File: src/rtl/com_pkg.sv
// Shared definitions for the com_tx / typec_rx transmit path:
// BAG codes, scheduler states and requester encodings.
package com_pkg;

  localparam logic [3:0] BAG_INIT   = 4'b0000;
  localparam logic [3:0] BAG_ACK    = 4'b0001;
  localparam logic [3:0] BAG_NAK    = 4'b0010;
  localparam logic [3:0] BAG_STALL  = 4'b0011;
  localparam logic [3:0] BAG_DIDX   = 4'b0101;
  localparam logic [3:0] BAG_DPARAM = 4'b0110;
  localparam logic [3:0] BAG_DDIDX  = 4'b0111;

  localparam logic [1:0] HS_ACK   = 2'd1;
  localparam logic [1:0] HS_NAK   = 2'd2;
  localparam logic [1:0] HS_STALL = 2'd3;

  localparam logic [1:0] CFG_DIDX   = 2'd0;
  localparam logic [1:0] CFG_DPARAM = 2'd1;
  localparam logic [1:0] CFG_DDIDX  = 2'd2;

  typedef enum logic [2:0] {
    ST_IDLE, ST_PREP, ST_SEND, ST_WAIT, ST_READ, ST_EVAL, ST_DRAIN, ST_DONE
  } com_state_e;

  // Illegal handshake type 0 goes out as STALL.
  function automatic logic [3:0] hs_bag(input logic [1:0] t);
    case (t)
      HS_ACK:  return BAG_ACK;
      HS_NAK:  return BAG_NAK;
      default: return BAG_STALL;
    endcase
  endfunction

  // Illegal selector 3 goes out as DDIDX.
  function automatic logic [3:0] cfg_bag(input logic [1:0] s);
    case (s)
      CFG_DIDX:   return BAG_DIDX;
      CFG_DPARAM: return BAG_DPARAM;
      default:    return BAG_DDIDX;
    endcase
  endfunction

endpackage

File: src/rtl/com_tmo_cnt.sv
// Reply timeout counter: synchronous clear has priority over enable,
// o_hit flags the last cycle of the TIMEOUT window.
module com_tmo_cnt
  import com_pkg::*;
#(
  parameter int TW      = 16,
  parameter int TIMEOUT = 1000
) (
  input  logic clk,
  input  logic rst,
  input  logic i_clr,
  input  logic i_en,
  output logic o_hit
);

  logic [TW-1:0] r_cnt;

  always_ff @(posedge clk or negedge rst) begin
    if (!rst)       r_cnt <= '0;
    else if (i_clr) r_cnt <= '0;
    else if (i_en)  r_cnt <= r_cnt + 1'b1;
  end

  assign o_hit = (r_cnt == TW'(TIMEOUT - 1));

endmodule

File: src/rtl/com_tx_arb.sv
// Transmit scheduler for com_tx: arbitrates handshake vs config packets,
// collects the peer reply and retries config packets on NAK/timeout.
//
// state | meaning
// IDLE  | arbitrate: rx_fs > req_hs > req_cfg
// PREP  | register BAG code and selected payload field
// SEND  | tx_fs high until tx_fd
// WAIT  | cfg only: wait for reply or timeout
// READ  | consume reply, latch its BAG code
// EVAL  | ACK -> done, else retry or error
// DRAIN | consume unsolicited packet
// DONE  | one status pulse, back to IDLE
module com_tx_arb
  import com_pkg::*;
#(
  parameter int TIMEOUT   = 1000,
  parameter int MAX_RETRY = 3,
  parameter int TW        = 16
) (
  input  logic       clk,
  input  logic       rst,
  input  logic       req_hs,
  input  logic [1:0] hs_type,
  input  logic       req_cfg,
  input  logic [1:0] cfg_sel,
  input  logic [3:0] cfg_data,
  output logic       tx_fs,
  input  logic       tx_fd,
  output logic [3:0] tx_btype,
  output logic [3:0] tx_didx,
  output logic [3:0] tx_freq,
  output logic [3:0] tx_ddidx,
  input  logic       rx_fs,
  output logic       rx_fd,
  input  logic [3:0] rx_btype,
  output logic       hs_done,
  output logic       cfg_done,
  output logic       cfg_err,
  output logic       unsol,
  output logic       busy
);

  localparam int RW = $clog2(MAX_RETRY + 2);

  com_state_e    r_state;
  logic          r_is_cfg;
  logic [1:0]    r_hs_type;
  logic [1:0]    r_cfg_sel;
  logic [3:0]    r_cfg_data;
  logic [RW-1:0] r_retry;
  logic          r_tmo;
  logic [3:0]    r_rx_code;
  logic          r_tx_fs, r_rx_fd, r_busy;
  logic [3:0]    r_tx_btype, r_tx_didx, r_tx_freq, r_tx_ddidx;
  logic          r_hs_done, r_cfg_done, r_cfg_err, r_unsol;
  logic          w_hit;

  com_tmo_cnt #(.TW(TW), .TIMEOUT(TIMEOUT)) u_tmo (
    .clk   (clk),
    .rst   (rst),
    .i_clr (r_state == ST_SEND),
    .i_en  (r_state == ST_WAIT),
    .o_hit (w_hit)
  );

  always_ff @(posedge clk or negedge rst) begin
    if (!rst) begin
      r_state    <= ST_IDLE;
      r_is_cfg   <= 1'b0;
      r_hs_type  <= '0;
      r_cfg_sel  <= '0;
      r_cfg_data <= '0;
      r_retry    <= '0;
      r_tmo      <= 1'b0;
      r_rx_code  <= BAG_INIT;
      r_tx_fs    <= 1'b0;
      r_rx_fd    <= 1'b0;
      r_busy     <= 1'b0;
      r_tx_btype <= BAG_INIT;
      r_tx_didx  <= '0;
      r_tx_freq  <= '0;
      r_tx_ddidx <= '0;
      r_hs_done  <= 1'b0;
      r_cfg_done <= 1'b0;
      r_cfg_err  <= 1'b0;
      r_unsol    <= 1'b0;
    end else begin
      r_hs_done  <= 1'b0;
      r_cfg_done <= 1'b0;
      r_cfg_err  <= 1'b0;
      r_unsol    <= 1'b0;
      case (r_state)
        ST_IDLE: begin
          if (rx_fs) begin
            r_state <= ST_DRAIN;
            r_busy  <= 1'b1;
          end else if (req_hs) begin
            r_is_cfg  <= 1'b0;
            r_hs_type <= hs_type;
            r_state   <= ST_PREP;
            r_busy    <= 1'b1;
          end else if (req_cfg) begin
            r_is_cfg   <= 1'b1;
            r_cfg_sel  <= cfg_sel;
            r_cfg_data <= cfg_data;
            r_retry    <= '0;
            r_state    <= ST_PREP;
            r_busy     <= 1'b1;
          end
        end
        ST_PREP: begin
          if (r_is_cfg) begin
            r_tx_btype <= cfg_bag(r_cfg_sel);
            case (r_cfg_sel)
              CFG_DIDX:   r_tx_didx  <= r_cfg_data;
              CFG_DPARAM: r_tx_freq  <= r_cfg_data;
              default:    r_tx_ddidx <= r_cfg_data;
            endcase
          end else begin
            r_tx_btype <= hs_bag(r_hs_type);
          end
          r_state <= ST_SEND;
        end
        ST_SEND: begin
          // tx_fs rises one cycle after PREP so tx_btype is already settled
          if (!r_tx_fs) begin
            r_tx_fs <= 1'b1;
          end else if (tx_fd) begin
            r_tx_fs <= 1'b0;
            if (r_is_cfg) begin
              r_state <= ST_WAIT;
            end else begin
              r_hs_done <= 1'b1;
              r_state   <= ST_DONE;
            end
          end
        end
        ST_WAIT: begin
          if (rx_fs) begin
            r_tmo   <= 1'b0;
            r_state <= ST_READ;
          end else if (w_hit) begin
            r_tmo   <= 1'b1;
            r_state <= ST_EVAL;
          end
        end
        ST_READ: begin
          if (rx_fs) begin
            r_rx_fd <= 1'b1;
          end else begin
            r_rx_fd   <= 1'b0;
            r_rx_code <= rx_btype;
            r_state   <= ST_EVAL;
          end
        end
        ST_EVAL: begin
          if (!r_tmo && r_rx_code == BAG_ACK) begin
            r_cfg_done <= 1'b1;
            r_state    <= ST_DONE;
          end else if (r_retry < RW'(MAX_RETRY)) begin
            r_retry <= r_retry + 1'b1;
            r_state <= ST_PREP;
          end else begin
            r_cfg_err <= 1'b1;
            r_state   <= ST_DONE;
          end
        end
        ST_DRAIN: begin
          if (rx_fs) begin
            r_rx_fd <= 1'b1;
          end else begin
            r_rx_fd <= 1'b0;
            r_unsol <= 1'b1;
            r_state <= ST_DONE;
          end
        end
        ST_DONE: begin
          r_busy  <= 1'b0;
          r_state <= ST_IDLE;
        end
        default: begin
          r_busy  <= 1'b0;
          r_state <= ST_IDLE;
        end
      endcase
    end
  end

  assign tx_fs    = r_tx_fs;
  assign rx_fd    = r_rx_fd;
  assign busy     = r_busy;
  assign tx_btype = r_tx_btype;
  assign tx_didx  = r_tx_didx;
  assign tx_freq  = r_tx_freq;
  assign tx_ddidx = r_tx_ddidx;
  assign hs_done  = r_hs_done;
  assign cfg_done = r_cfg_done;
  assign cfg_err  = r_cfg_err;
  assign unsol    = r_unsol;

endmodule

File: config.mk
export PLATFORM = sky130hd
export DESIGN_NAME = com_tx_arb
export DESIGN_NICKNAME = d
export VERILOG_FILES = /design/src/rtl/com_pkg.sv /design/src/rtl/com_tmo_cnt.sv /design/src/rtl/com_tx_arb.sv
export SDC_FILE = /design/constraint.sdc
export NUM_CORES = 1
export LEC_CHECK = 0
export BUFFER_PORTS_ARGS = -buffer_cell sky130_fd_sc_hd__buf_4
export CORE_ASPECT_RATIO = 2
export CORE_UTILIZATION = 61
export DETAILED_ROUTE_END_ITERATION = 8
export PLACE_DENSITY = 0.88
export SLEW_MARGIN = 20
export SYNTH_ARGS = -nofsm -noshare
export SYNTH_HDL_FRONTEND = slang
export SYNTH_SLANG_ARGS = --single-unit
File: constraint.sdc
create_clock -name clk -period 4.05 [get_ports clk]
set_clock_uncertainty 0.05 [all_clocks]
set_input_delay 0.405 -clock clk [delete_from_list [all_inputs] [get_ports clk]]
set_output_delay 0.405 -clock clk [all_outputs]
set_load 0.02 [all_outputs]
==> flow_summary_export.csv, run 1 <==
group,metric,value,unit
worst_setup_path,path_class,"reg -> reg",
floorplanning,ios,41,
layout,finalInstanceArea,0.00329,mm2
sta,final_hold_viol_count,0,
place,place.detailed.hpwl,4350,um
clock_network,number_of_buffers_added_by_the_clock_tree_synthesis_step,9,
grt,grt_most_used_layer,"met2",
logic_synthesis,yosys_warnings,0,
clock_network,clock_insertion_delay_worst_skew,0.33,ns
sta,max_slew_margin,0.462,
logic_synthesis,synthesis.instances,257,
run,max_cap_violations,0,
drt,drt-vias-per-instance,6.32,
grt,gr_layer_usage_met3,0.0448,
floorplanning,core_area,0.00442,mm2
floorplanning,die_area,0.00495,mm2
logic_synthesis,ys_types,55,
clock_network,post-cts-setup-buffers,0,
drt,routed_wirelength,6520,um
logic_synthesis,synth_xor_area_frac,0,
layout,multi_input_area,0.00129,mm2
grt,grt_pass1_vias,2385,
worst_setup_path,startpoint_type,"flop",
layout,area_growth_syn_to_layout,15.8,%
drt,drt-initial-drc-count,65,
sta,rsz0062_at_grt,"false",
clock_network,cts.sink_count,58,
logic_synthesis,synth-simple-area-share,0.203,
worst_setup_path,crit_required,4.22,ns
clock_network,postCtsResizedCells,0,
drt,vias,2226,
worst_hold_path,hold_class,"in -> async",
grt,combined_global_route_utilization_of_all_metal_layers,0.301,
logic_synthesis,synth_seq_area_share,0.511,
grt,grt_util_met1,0.323,
sta,final.setup.tns,0,ns
grt,global_route.usage.met2,0.544,
worst_setup_path,worst_ep_arrival_time,2.54,ns
clock_network,cts.clk_slew.worst_paths,0.06,ns
layout,register_area,0.00145,mm2
place,placement.cell_area,0.00313,mm2
power,irDropWorstVdd,490,uV
logic_synthesis,synthesis.area,0.00284,mm2
worst_setup_path,critical-path-slowest-cell,"sky130_fd_sc_hd__dfrtp_1",
grt,grt_remaining_overflow,0,
clock_network,cts.hold.buffers_added,0,
logic_synthesis,synth.mux.area_fraction,0.117,
worst_setup_path,reg2reg_to,"r_retry[0]$_DFFE_PN0P_",
clock_network,clock_tree.htree_level_count,3,
sta,finalHoldWorstSlack,0.0792,ns
logic_synthesis,synth_edf_count,0,
grt,antenna_found_initial,0,
clock_network,cts-root-to-sink-buffers,2,
drt,drc,0,
logic_synthesis,postSynthRegisterBits,58,
drt,count_of_antenna_violating_nets_left_after_detailed_routing,0,
worst_setup_path,max_stage_delay,0.68,ns
worst_setup_path,rrSetupSlack,1.67,ns
sta,report.final.setup_viol,0,
run_status,status,"completed",
logic_synthesis,synth_fa_ha_area_frac,0.00881,
worst_setup_path,reg2regPathDepth,4,
worst_setup_path,worstReg2RegStart,"r_state[0]$_DFFE_PN0P_",
logic_synthesis,mappedNetlistNets,277,
place,placement.io_buffers,39,
power,leakage,1.51,nW
layout,fin_nets,313,
power,power_per_cell_area,648,mW/mm2
sta,timing.final.crit_period,2.38,ns
floorplanning,die-height,98.5,um
layout,layout.core_utilization,0.744,
logic_synthesis,synthesized_area_fraction_occupied_by_ao_oa_aoi_and_oai_cells,0.124,
layout,layout.filler_cells,302,
worst_setup_path,crit_chain,"nor4_4, nand3b_1, and3_1, a311o_1",
layout,antenna-diode-count,0,
sta,worst-slew-pin-transition,0.807,ns
worst_setup_path,setup.worst_path.end_class,"flop",
layout,drive_above_1_share,0.285,
logic_synthesis,synth_top_family_by_area,"simple AND/OR/NAND/NOR gates",
floorplanning,rows,34,
worst_setup_path,cp-startpoint,"r_state[0]$_DFFE_PN0P_",
grt,grt_start_max_net_pins,59,
sta,slew_violations,0,
floorplanning,floorplan.die.width,50.3,um
logic_synthesis,avg_cell_area_syn,11.1,um2
worst_setup_path,crit_path_end,"r_retry[0]$_DFFE_PN0P_",
sta,achievable-frequency,420,MHz
place,gp_routability_congestion,0.798,
grt,grt_pass1_wl,11100,um
worst_setup_path,crit_fanout,23,
logic_synthesis,postSynth.topFlopCell,"sky130_fd_sc_hd__dfrtp_1",
floorplanning,initial_core_util,0.642,
drt,route.detailed.wl_per_inst,18.5,um
sta,min_period_over_period,0.587,
clock_network,tritoncts_clock_tree,"built",
logic_synthesis,postSynth.asyncResetShare,1.00,
clock_network,root_buffer,"sky130_fd_sc_hd__clkbuf_8",
drt,drt-pass1-iter-count,4,
[cell usage in the layout (no fill, tap or decap), types with 3 or more instances in the layout]
| master | n |
|---|---|
| sky130_fd_sc_hd__a21oi_1 | 5 |
| sky130_fd_sc_hd__and3_1 | 5 |
| sky130_fd_sc_hd__buf_4 | 39 |
| sky130_fd_sc_hd__clkbuf_1 | 3 |
| sky130_fd_sc_hd__clkbuf_8 | 10 |
| sky130_fd_sc_hd__clkinv_2 | 3 |
| sky130_fd_sc_hd__dfrtp_1 | 58 |
| sky130_fd_sc_hd__inv_1 | 7 |
| sky130_fd_sc_hd__mux2_2 | 25 |
| sky130_fd_sc_hd__mux2i_1 | 5 |
| sky130_fd_sc_hd__nand2_1 | 28 |
| sky130_fd_sc_hd__nand2b_1 | 3 |
| sky130_fd_sc_hd__nand3_1 | 11 |
| sky130_fd_sc_hd__nand4_1 | 6 |
| sky130_fd_sc_hd__nor2_1 | 11 |
| sky130_fd_sc_hd__nor3_1 | 8 |
| sky130_fd_sc_hd__nor4_1 | 4 |
| sky130_fd_sc_hd__nor4_4 | 3 |
| sky130_fd_sc_hd__o211ai_1 | 3 |
| sky130_fd_sc_hd__o21ai_0 | 15 |
[synth_stat cells, types with 6 or more instances]
cell type | instances | area (um2)
sky130_fd_sc_hd__inv_1 | 7 | 26.3
sky130_fd_sc_hd__nor3_1 | 8 | 40.0
sky130_fd_sc_hd__dfrtp_1 | 58 | 1450
sky130_fd_sc_hd__nor2_1 | 11 | 41.3
sky130_fd_sc_hd__mux2_2 | 25 | 282
sky130_fd_sc_hd__buf_2 | 6 | 30.0
sky130_fd_sc_hd__nand2_1 | 28 | 105
sky130_fd_sc_hd__nand3_1 | 11 | 55.1
sky130_fd_sc_hd__o21ai_0 | 15 | 75.1
sky130_fd_sc_hd__nand4_1 | 6 | 37.5
[sequential cells by signal (all words and copies together) (netlist names)]
name / flops
r_rx_code: 4
r_state: 3
r_is_cfg: 1
tx_btype: 3
busy: 1
unsol: 1
r_hs_type: 2
tx_fs: 1
rx_fd: 1
r_retry: 3
tx_ddidx: 4
u_tmo.r_cnt: 16
cfg_err: 1
r_tmo: 1
r_cfg_sel: 2
tx_didx: 4
hs_done: 1
cfg_done: 1
r_cfg_data: 4
tx_freq: 4
[cells by family (layout without fill, tap and decap cells)]
| group | count (synthesis) | after routing |
|---|---|---|
| and+or+nand+nor | 95 | 95 |
| AOI/OAI and AO/OA | 50 | 50 |
| muxes | 30 | 30 |
| other | 1 | 1 |
| DFF | 58 | 58 |
| buffers and inverters | 21 | 62 |
| adders and majority gates | 2 | 2 |
[routing by layer]
layer	share of wire	vias to the layer above	routed length, um
li1	-	1023	-
met1	0.35	1124	2300
met2	0.59	60	3820
met3	0.033	19	212
met4	0.027	0	177
met5	0	-	0
[where the power goes]
group | total [mW] | switching (mW) | internal, mW
sequential | 0.982 | 0.238 | 0.743
clock | 0.456 | 0.220 | 0.236
combinational | 0.695 | 0.369 | 0.325
[critical path, delay by kind of cell, from the launching register on]
family             cells  cell delay, ns
and+or+nand+nor        3            1.21
DFF                    1            0.68
AOI/OAI and AO/OA      1            0.32
[how the worst min path moves through the flow]
| stage | from | endpoint | slack (ns) | cells after the start |
|---|---|---|---|---|
| floorplan | rst | busy$_DFFE_PN0P_ | 0.06 | 0 |
| global placement | r_rx_code[3]$_DFFE_PN0P_ | r_rx_code[3]$_DFFE_PN0P_ | 0.43 | 1 |
| detailed placement | r_hs_type[0]$_DFFE_PN0P_ | tx_btype[1]$_DFFE_PN0P_ | 0.44 | 1 |
| CTS | rst | u_tmo.r_cnt[3]$_DFFE_PN0P_ | 0.10 | 1 |
| global route | rst | cfg_done$_DFF_PN0_ | 0.14 | 1 |
| finish | rst | u_tmo.r_cnt[3]$_DFFE_PN0P_ | 0.08 | 1 |
[area by class of cell]
cell class	count	area share
tap	54	0.0205
sequential	58	0.441
inverter	7	0.00798
clock buffer	13	0.0452
timing repair buffer	39	0.0890
multi-input combinational	178	0.392
clock inverter	3	0.00456
[per-stage QoR]
stage               cells  power (mW)  setup slack (ns)
detailed placement    336        1.66              1.76
CTS                   352        2.13              1.70
finish                352        2.13              1.67
global route          352        2.26              1.48
global placement      336        1.63              1.82
floorplan             257        1.45              2.40
(Power assumes the default switching activity.)
==> inputs of run 2 (changes only) <==
--- a/config.mk
+++ b/config.mk
@@ -7,9 +7,9 @@
 export LEC_CHECK = 0
 export BUFFER_PORTS_ARGS = -buffer_cell sky130_fd_sc_hd__buf_4
 export CORE_ASPECT_RATIO = 2
-export CORE_UTILIZATION = 61
+export CORE_UTILIZATION = 57
 export DETAILED_ROUTE_END_ITERATION = 8
-export PLACE_DENSITY = 0.88
+export PLACE_DENSITY = 0.84
 export SLEW_MARGIN = 20
 export SYNTH_ARGS = -nofsm -noshare
 export SYNTH_HDL_FRONTEND = slang
==> constraint.sdc (replaced) <==
create_clock -name clk -period 2.2 [get_ports clk]
set_clock_uncertainty 0.05 [all_clocks]
set_input_delay 0.22 -clock clk [delete_from_list [all_inputs] [get_ports clk]]
set_output_delay 0.22 -clock clk [all_outputs]
set_load 0.02 [all_outputs]
==> run 2 against run 1 <==
  * Register-to-register slack got worse by 1.4 ns
  * Routed wire length shrank 1.4%
  * Non-clock buffer count rose by 6
  * Critical endpoint is now u_tmo.r_cnt[9]$_DFFE_PN0P_
  * Highest routed layer unchanged
==> flow_summary_export.csv, run 2 (synthesis results as in run 1) <==
group,metric,value,unit
clock_network,tritoncts_clock_tree,"built",
layout,most_frequent_cells_in_the_layout,"sky130_fd_sc_hd__dfrtp_1 (58), sky130_fd_sc_hd__buf_4 (44), sky130_fd_sc_hd__nand2_1 (28)",
floorplanning,initial_core_util,0.590,
grt,grt_start_max_net_pins,59,
layout,largest_register_ff_count,16,
drt,drt-pass1-iter-count,5,
clock_network,cts-root-to-sink-buffers,2,
layout,area_growth_syn_to_layout,18.9,%
worst_setup_path,cp-startpoint,"r_state[1]$_DFFE_PN0P_",
clock_network,post-cts-setup-buffers,0,
worst_setup_path,path_class,"reg -> reg",
clock_network,cts.hold.buffers_added,1,
sta,max_slew_margin,0.515,
place,gp_routability_congestion,0.866,
layout,drive_above_1_share,0.303,
place,place.detailed.hpwl,4490,um
worst_setup_path,startpoint_type,"flop",
clock_network,root_buffer,"sky130_fd_sc_hd__clkbuf_8",
grt,grt_pass1_vias,2301,
worst_hold_path,hold_start,"cfg_data[1]",
grt,combined_global_route_utilization_of_all_metal_layers,0.281,
run_status,status,"completed",
floorplanning,die-height,102,um
power,irDropWorstVdd,977,uV
clock_network,cts.clk_slew.worst_paths,0.07,ns
drt,routed_wirelength,6420,um
drt,drc,0,
worst_setup_path,setup.worst_path.end_class,"flop",
drt,count_of_antenna_violating_nets_left_after_detailed_routing,0,
clock_network,clock_tree.htree_level_count,3,
layout,antenna-diode-count,0,
layout,fin_nets,319,
sta,final_hold_viol_count,0,
power,power_per_cell_area,1210,mW/mm2
place,placement.io_buffers,39,
layout,layout.filler_cells,331,
worst_setup_path,worstReg2RegStart,"r_state[1]$_DFFE_PN0P_",
sta,timing.final.crit_period,1.96,ns
grt,grt_remaining_overflow,0,
floorplanning,rows,36,
sta,slew_violations,0,
grt,grt_pass1_wl,10500,um
grt,antenna_found_initial,0,
clock_network,postCtsResizedCells,0,
clock_network,cts.sink_count,58,
layout,most_frequent_standard_cell_in_the_layout_excluding_fill_and_tap_cells,"sky130_fd_sc_hd__dfrtp_1",
drt,drt-initial-drc-count,60,
sta,rsz0062_at_grt,"false",
sta,min_period_over_period,0.893,
layout,registers.top_by_ff_count,"u_tmo.r_cnt",
worst_setup_path,worst_ep_arrival_time,2.19,ns
floorplanning,core_area,0.00482,mm2
run,max_cap_violations,0,
layout,fin_cells,361,
sta,achievable-frequency,509,MHz
worst_hold_path,hold_class,"in -> reg",
drt,vias,2202,
sta,report.final.setup_viol,0,
clock_network,number_of_buffers_added_by_the_clock_tree_synthesis_step,9,
drt,route.detailed.wl_per_inst,17.8,um
place,placedCellCount,344,
sta,worst-slew-pin-transition,0.728,ns
worst_setup_path,crit_fanout,13,
clock_network,clock_insertion_delay_worst_skew,0.35,ns
floorplanning,ios,41,
sta,final.setup.tns,0,ns
floorplanning,die_area,0.00529,mm2
worst_setup_path,crit_required,2.43,ns
floorplanning,floorplan.die.width,51.9,um
drt,drt-vias-per-instance,6.10,
power,leakage,1.55,nW
run 2: cell types whose count changed in the layout (fill, tap and decap cells not counted):
cell	change
sky130_fd_sc_hd__clkinv_2	-2
sky130_fd_sc_hd__clkbuf_8	+4
sky130_fd_sc_hd__clkbuf_1	-2
sky130_fd_sc_hd__buf_4	+5
sky130_fd_sc_hd__dlygate4sd3_1	+1
run 2: final cells by class:
type	instances	area, um2	share of cell area
flip-flops and latches	58	1450	0.429
multi-input cells	178	1290	0.381
repair buffers	45	340	0.101
clock buffers	15	196	0.0581
well taps	57	71.3	0.0211
inverters	7	26.3	0.00777
clock inverters	1	5.00	0.00148
run 2: path summary, 6_finish.rpt:
| kind | to | cells after the start | slack, ns |
|---|---|---|---|
| worst max-delay path | u_tmo.r_cnt[9]$_DFFE_PN0P_ | 4 | 0.24 |
| worst min-delay path | r_cfg_data[1]$_DFFE_PN0P_ | 2 | 0.05 |
| worst max register to register | u_tmo.r_cnt[9]$_DFFE_PN0P_ | 4 | 0.24 |
| worst min register to register | tx_btype[1]$_DFFE_PN0P_ | 1 | 0.44 |
| max in group asynchronous | r_rx_code[3]$_DFFE_PN0P_ | 2 | 1.19 |
| min in group asynchronous | r_tmo$_DFFE_PN0P_ | 2 | 0.41 |
run 2: critical path, cell delays in order (launching register included):
cell and delay, ns:
sky130_fd_sc_hd__dfrtp_1 0.68, sky130_fd_sc_hd__nand3b_1 0.21, sky130_fd_sc_hd__or3_1 0.48, sky130_fd_sc_hd__nor3_1 0.26, sky130_fd_sc_hd__mux2i_1 0.21
run 2: per-layer routing:
metal	part of all wire	GRT usage	wire [um]	up-vias
li1	-	-	-	1035
met4	0.042	0.177	272	0
met2	0.57	0.496	3680	63
met1	0.35	0.285	2240	1082
met3	0.036	0.0640	232	22
met5	0	0	0	-
run 2: metrics by stage:
stage	hold WS [ns]	area (um2)	util	setup slack (ns)	total power, mW
2_1_floorplan	-0.126	2840	-	0.560	2.66
3_3_place_gp	0.274	3170	0.657	0.308	3.07
3_5_place_dp	0.276	3170	0.657	0.257	3.12
4_1_cts	0.0436	3380	0.701	0.228	4.12
5_1_grt	0.0558	3380	0.701	0.0511	4.34
6_report	0.0546	3380	0.701	0.235	4.10
run 2: power breakdown:
group          switching (mW)  internal, mW
Clock                   0.415         0.562
Combinational           0.734         0.642
Sequential              0.382          1.37
==> inputs of run 3 (changes only) <==
--- a/config.mk
+++ b/config.mk
@@ -7,9 +7,11 @@
 export LEC_CHECK = 0
 export BUFFER_PORTS_ARGS = -buffer_cell sky130_fd_sc_hd__buf_4
 export CORE_ASPECT_RATIO = 2
-export CORE_UTILIZATION = 57
+export CORE_UTILIZATION = 59
+export CTS_BUF_LIST = sky130_fd_sc_hd__clkbuf_4
 export DETAILED_ROUTE_END_ITERATION = 8
-export PLACE_DENSITY = 0.84
+export HOLD_SLACK_MARGIN = 0.02
+export PLACE_DENSITY = 0.86
 export SLEW_MARGIN = 20
 export SYNTH_ARGS = -nofsm -noshare
 export SYNTH_HDL_FRONTEND = slang
==> run 3 against run 2 <==
  * Global-route usage rose by 3.9 points
  * Die area fell by 3.3%
  * Non-clock buffer count rose by 16
  * Sequential cell count did not move
  * Core utilization rose by 5.6 points
  * Cell count rose by 3.9%
  * Design area rose by 3.0%
  * Setup slack got worse by 0.084 ns
  * Routed wire length rose by 13%
  * Register-to-register slack got worse by 0.08 ns
  * Clock-buffer cell count fell by 6
  * Combinational power rose by 5%
==> flow_summary_export.csv, run 3 (synthesis results as in run 1) <==
group,metric,value,unit
layout,multi_input_area,0.00129,mm2
worst_setup_path,path_class,"reg -> reg",
layout,finalInstanceArea,0.00348,mm2
clock_network,cts-root-to-sink-buffers,2,
place,placement.cell_area,0.00319,mm2
sta,min_period_over_period,0.931,
sta,slew_violations,0,
worst_hold_path,worstHoldPathCells,3,
sta,final_hold_viol_count,0,
clock_network,number_of_buffers_added_by_the_clock_tree_synthesis_step,9,
place,placement.io_buffers,39,
clock_network,clock_tree.htree_level_count,3,
place,place.detailed.hpwl,4600,um
place,dp_worst_setup_slack,0.247,ns
layout,most_frequent_cells_in_the_layout,"sky130_fd_sc_hd__dfrtp_1 (58), sky130_fd_sc_hd__buf_4 (47), sky130_fd_sc_hd__nand2_1 (28)",
layout,largest_register_ff_count,16,
sta,report.final.setup_viol,0,
power,design_power_total,4.07,mW
run_status,status,"completed",
sta,timing.final.crit_period,2.05,ns
floorplanning,rows,35,
sta,achievable-frequency,488,MHz
drt,drt-pass1-iter-count,4,
sta,max_slew_margin,0.514,
run,max_cap_violations,0,
layout,layout.core_utilization,0.757,
floorplanning,die-height,100,um
layout,fin_cells,375,
clock_network,tritoncts_clock_tree,"built",
clock_network,root_buffer,"sky130_fd_sc_hd__clkbuf_4",
worst_hold_path,min_delay_worst_endpoint,"hs_done$_DFF_PN0_",
layout,registers.top_by_ff_count,"u_tmo.r_cnt",
floorplanning,initial_core_util,0.618,
clock_network,post-cts-setup-buffers,0,
worst_hold_path,hold_class,"in -> reg",
worst_setup_path,worstReg2RegStart,"r_state[1]$_DFFE_PN0P_",
drt,count_of_antenna_violating_nets_left_after_detailed_routing,0,
drt,routed_wirelength,7230,um
clock_network,cts.sink_count,58,
place,placedCellCount,345,
grt,grt_pass1_vias,2433,
worst_setup_path,reg2regPathDepth,5,
grt,grt_start_max_net_pins,59,
worst_setup_path,crit_fanout,13,
worst_setup_path,reg2reg_to,"r_retry[1]$_DFFE_PN0P_",
power,irDropWorstVdd,1100,uV
worst_setup_path,worst_ep_arrival_time,2.33,ns
layout,drive_above_1_share,0.291,
worst_setup_path,startpoint_type,"flop",
layout,layout.filler_cells,314,
sta,fin_ws,0.151,ns
layout,fin_nets,335,
clock_network,clock_insertion_delay_worst_skew,0.40,ns
grt,grt_pass1_wl,11700,um
clock_network,cts.clk_slew.worst_paths,0.10,ns
floorplanning,floorplan.die.width,51.1,um
grt,grt_remaining_overflow,0,
drt,drc,0,
worst_setup_path,crit_required,2.48,ns
clock_network,cts.hold.buffers_added,13,
drt,drt-vias-per-instance,6.33,
power,leakage,1.59,nW
power,power_per_cell_area,1170,mW/mm2
drt,route.detailed.wl_per_inst,19.3,um
sta,rsz0062_at_grt,"false",
sta,final.setup.tns,0,ns
sta,finalHoldWorstSlack,0.0823,ns
layout,area_growth_syn_to_layout,22.5,%
place,gp_routability_congestion,0.889,
sta,worst-slew-pin-transition,0.730,ns
layout,most_frequent_standard_cell_in_the_layout_excluding_fill_and_tap_cells,"sky130_fd_sc_hd__dfrtp_1",
clock_network,postCtsResizedCells,0,
floorplanning,die_area,0.00511,mm2
floorplanning,ios,41,
worst_hold_path,hold_start,"tx_fd",
worst_setup_path,rrSetupSlack,0.15,ns
grt,combined_global_route_utilization_of_all_metal_layers,0.319,
drt,drt-initial-drc-count,78,
layout,antenna-diode-count,0,
drt,vias,2373,
layout,register_area,0.00145,mm2
grt,antenna_found_initial,0,
floorplanning,core_area,0.00460,mm2
worst_setup_path,setup.worst_path.end_class,"flop",
## run 3: changes by cell type in the layout (fill, tap and decap cells not counted)
cell	previous run	this run
sky130_fd_sc_hd__clkbuf_8	14	0
sky130_fd_sc_hd__clkinvlp_4	0	1
sky130_fd_sc_hd__clkbuf_4	0	9
sky130_fd_sc_hd__clkinv_1	0	3
sky130_fd_sc_hd__dlygate4sd3_1	1	14
sky130_fd_sc_hd__buf_4	44	47
sky130_fd_sc_hd__clkbuf_1	1	0
sky130_fd_sc_hd__bufinv_16	0	2
## run 3: cell type report
| type | instances | area share |
|---|---|---|
| flip-flops and latches | 58 | 0.417 |
| inverters | 7 | 0.00755 |
| clock inverters | 7 | 0.0241 |
| multi-input cells | 178 | 0.370 |
| clock buffers | 9 | 0.0194 |
| well taps | 55 | 0.0198 |
| repair buffers | 61 | 0.142 |
## run 3: power by group
group / switching, mW / leakage, nW / total, mW / internal (mW)
registers: 0.416 / 0.754 / 1.78 / 1.37
clock network: 0.394 / 0.0784 / 0.842 / 0.448
logic: 0.764 / 0.761 / 1.45 / 0.684
total: 1.57 / 1.59 / 4.07 / 2.50
## run 3: how the worst max path moves through the flow
stage | startpoint | to | cells after the start
2_1_floorplan | r_state[1]$_DFFE_PN0P_ | r_state[2]$_DFFE_PN0P_ | 4
3_3_place_gp | r_state[1]$_DFFE_PN0P_ | u_tmo.r_cnt[15]$_DFFE_PN0P_ | 4
3_5_place_dp | r_state[1]$_DFFE_PN0P_ | u_tmo.r_cnt[15]$_DFFE_PN0P_ | 4
4_1_cts | r_state[1]$_DFFE_PN0P_ | r_retry[1]$_DFFE_PN0P_ | 5
5_1_grt | r_state[1]$_DFFE_PN0P_ | r_retry[1]$_DFFE_PN0P_ | 5
6_report | r_state[1]$_DFFE_PN0P_ | r_retry[1]$_DFFE_PN0P_ | 5
## run 3: per-layer routing
metal | part of all wire | global-route usage | vias to the layer above | routed length (um)
met4 | 0.045 | 0.175 | 0 | 323
met5 | 0 | 0 | - | 0
met3 | 0.034 | 0.0591 | 27 | 248
li1 | - | - | 1074 | -
met1 | 0.34 | 0.334 | 1191 | 2490
met2 | 0.58 | 0.576 | 81 | 4170
## run 3: critical path, stage by stage (launching register included)
cell and delay, ns:
sky130_fd_sc_hd__dfrtp_1 0.59, sky130_fd_sc_hd__nor4_4 0.39, sky130_fd_sc_hd__nand3b_1 0.21, sky130_fd_sc_hd__buf_4 0.23, sky130_fd_sc_hd__a211oi_1 0.32, sky130_fd_sc_hd__a311o_1 0.19
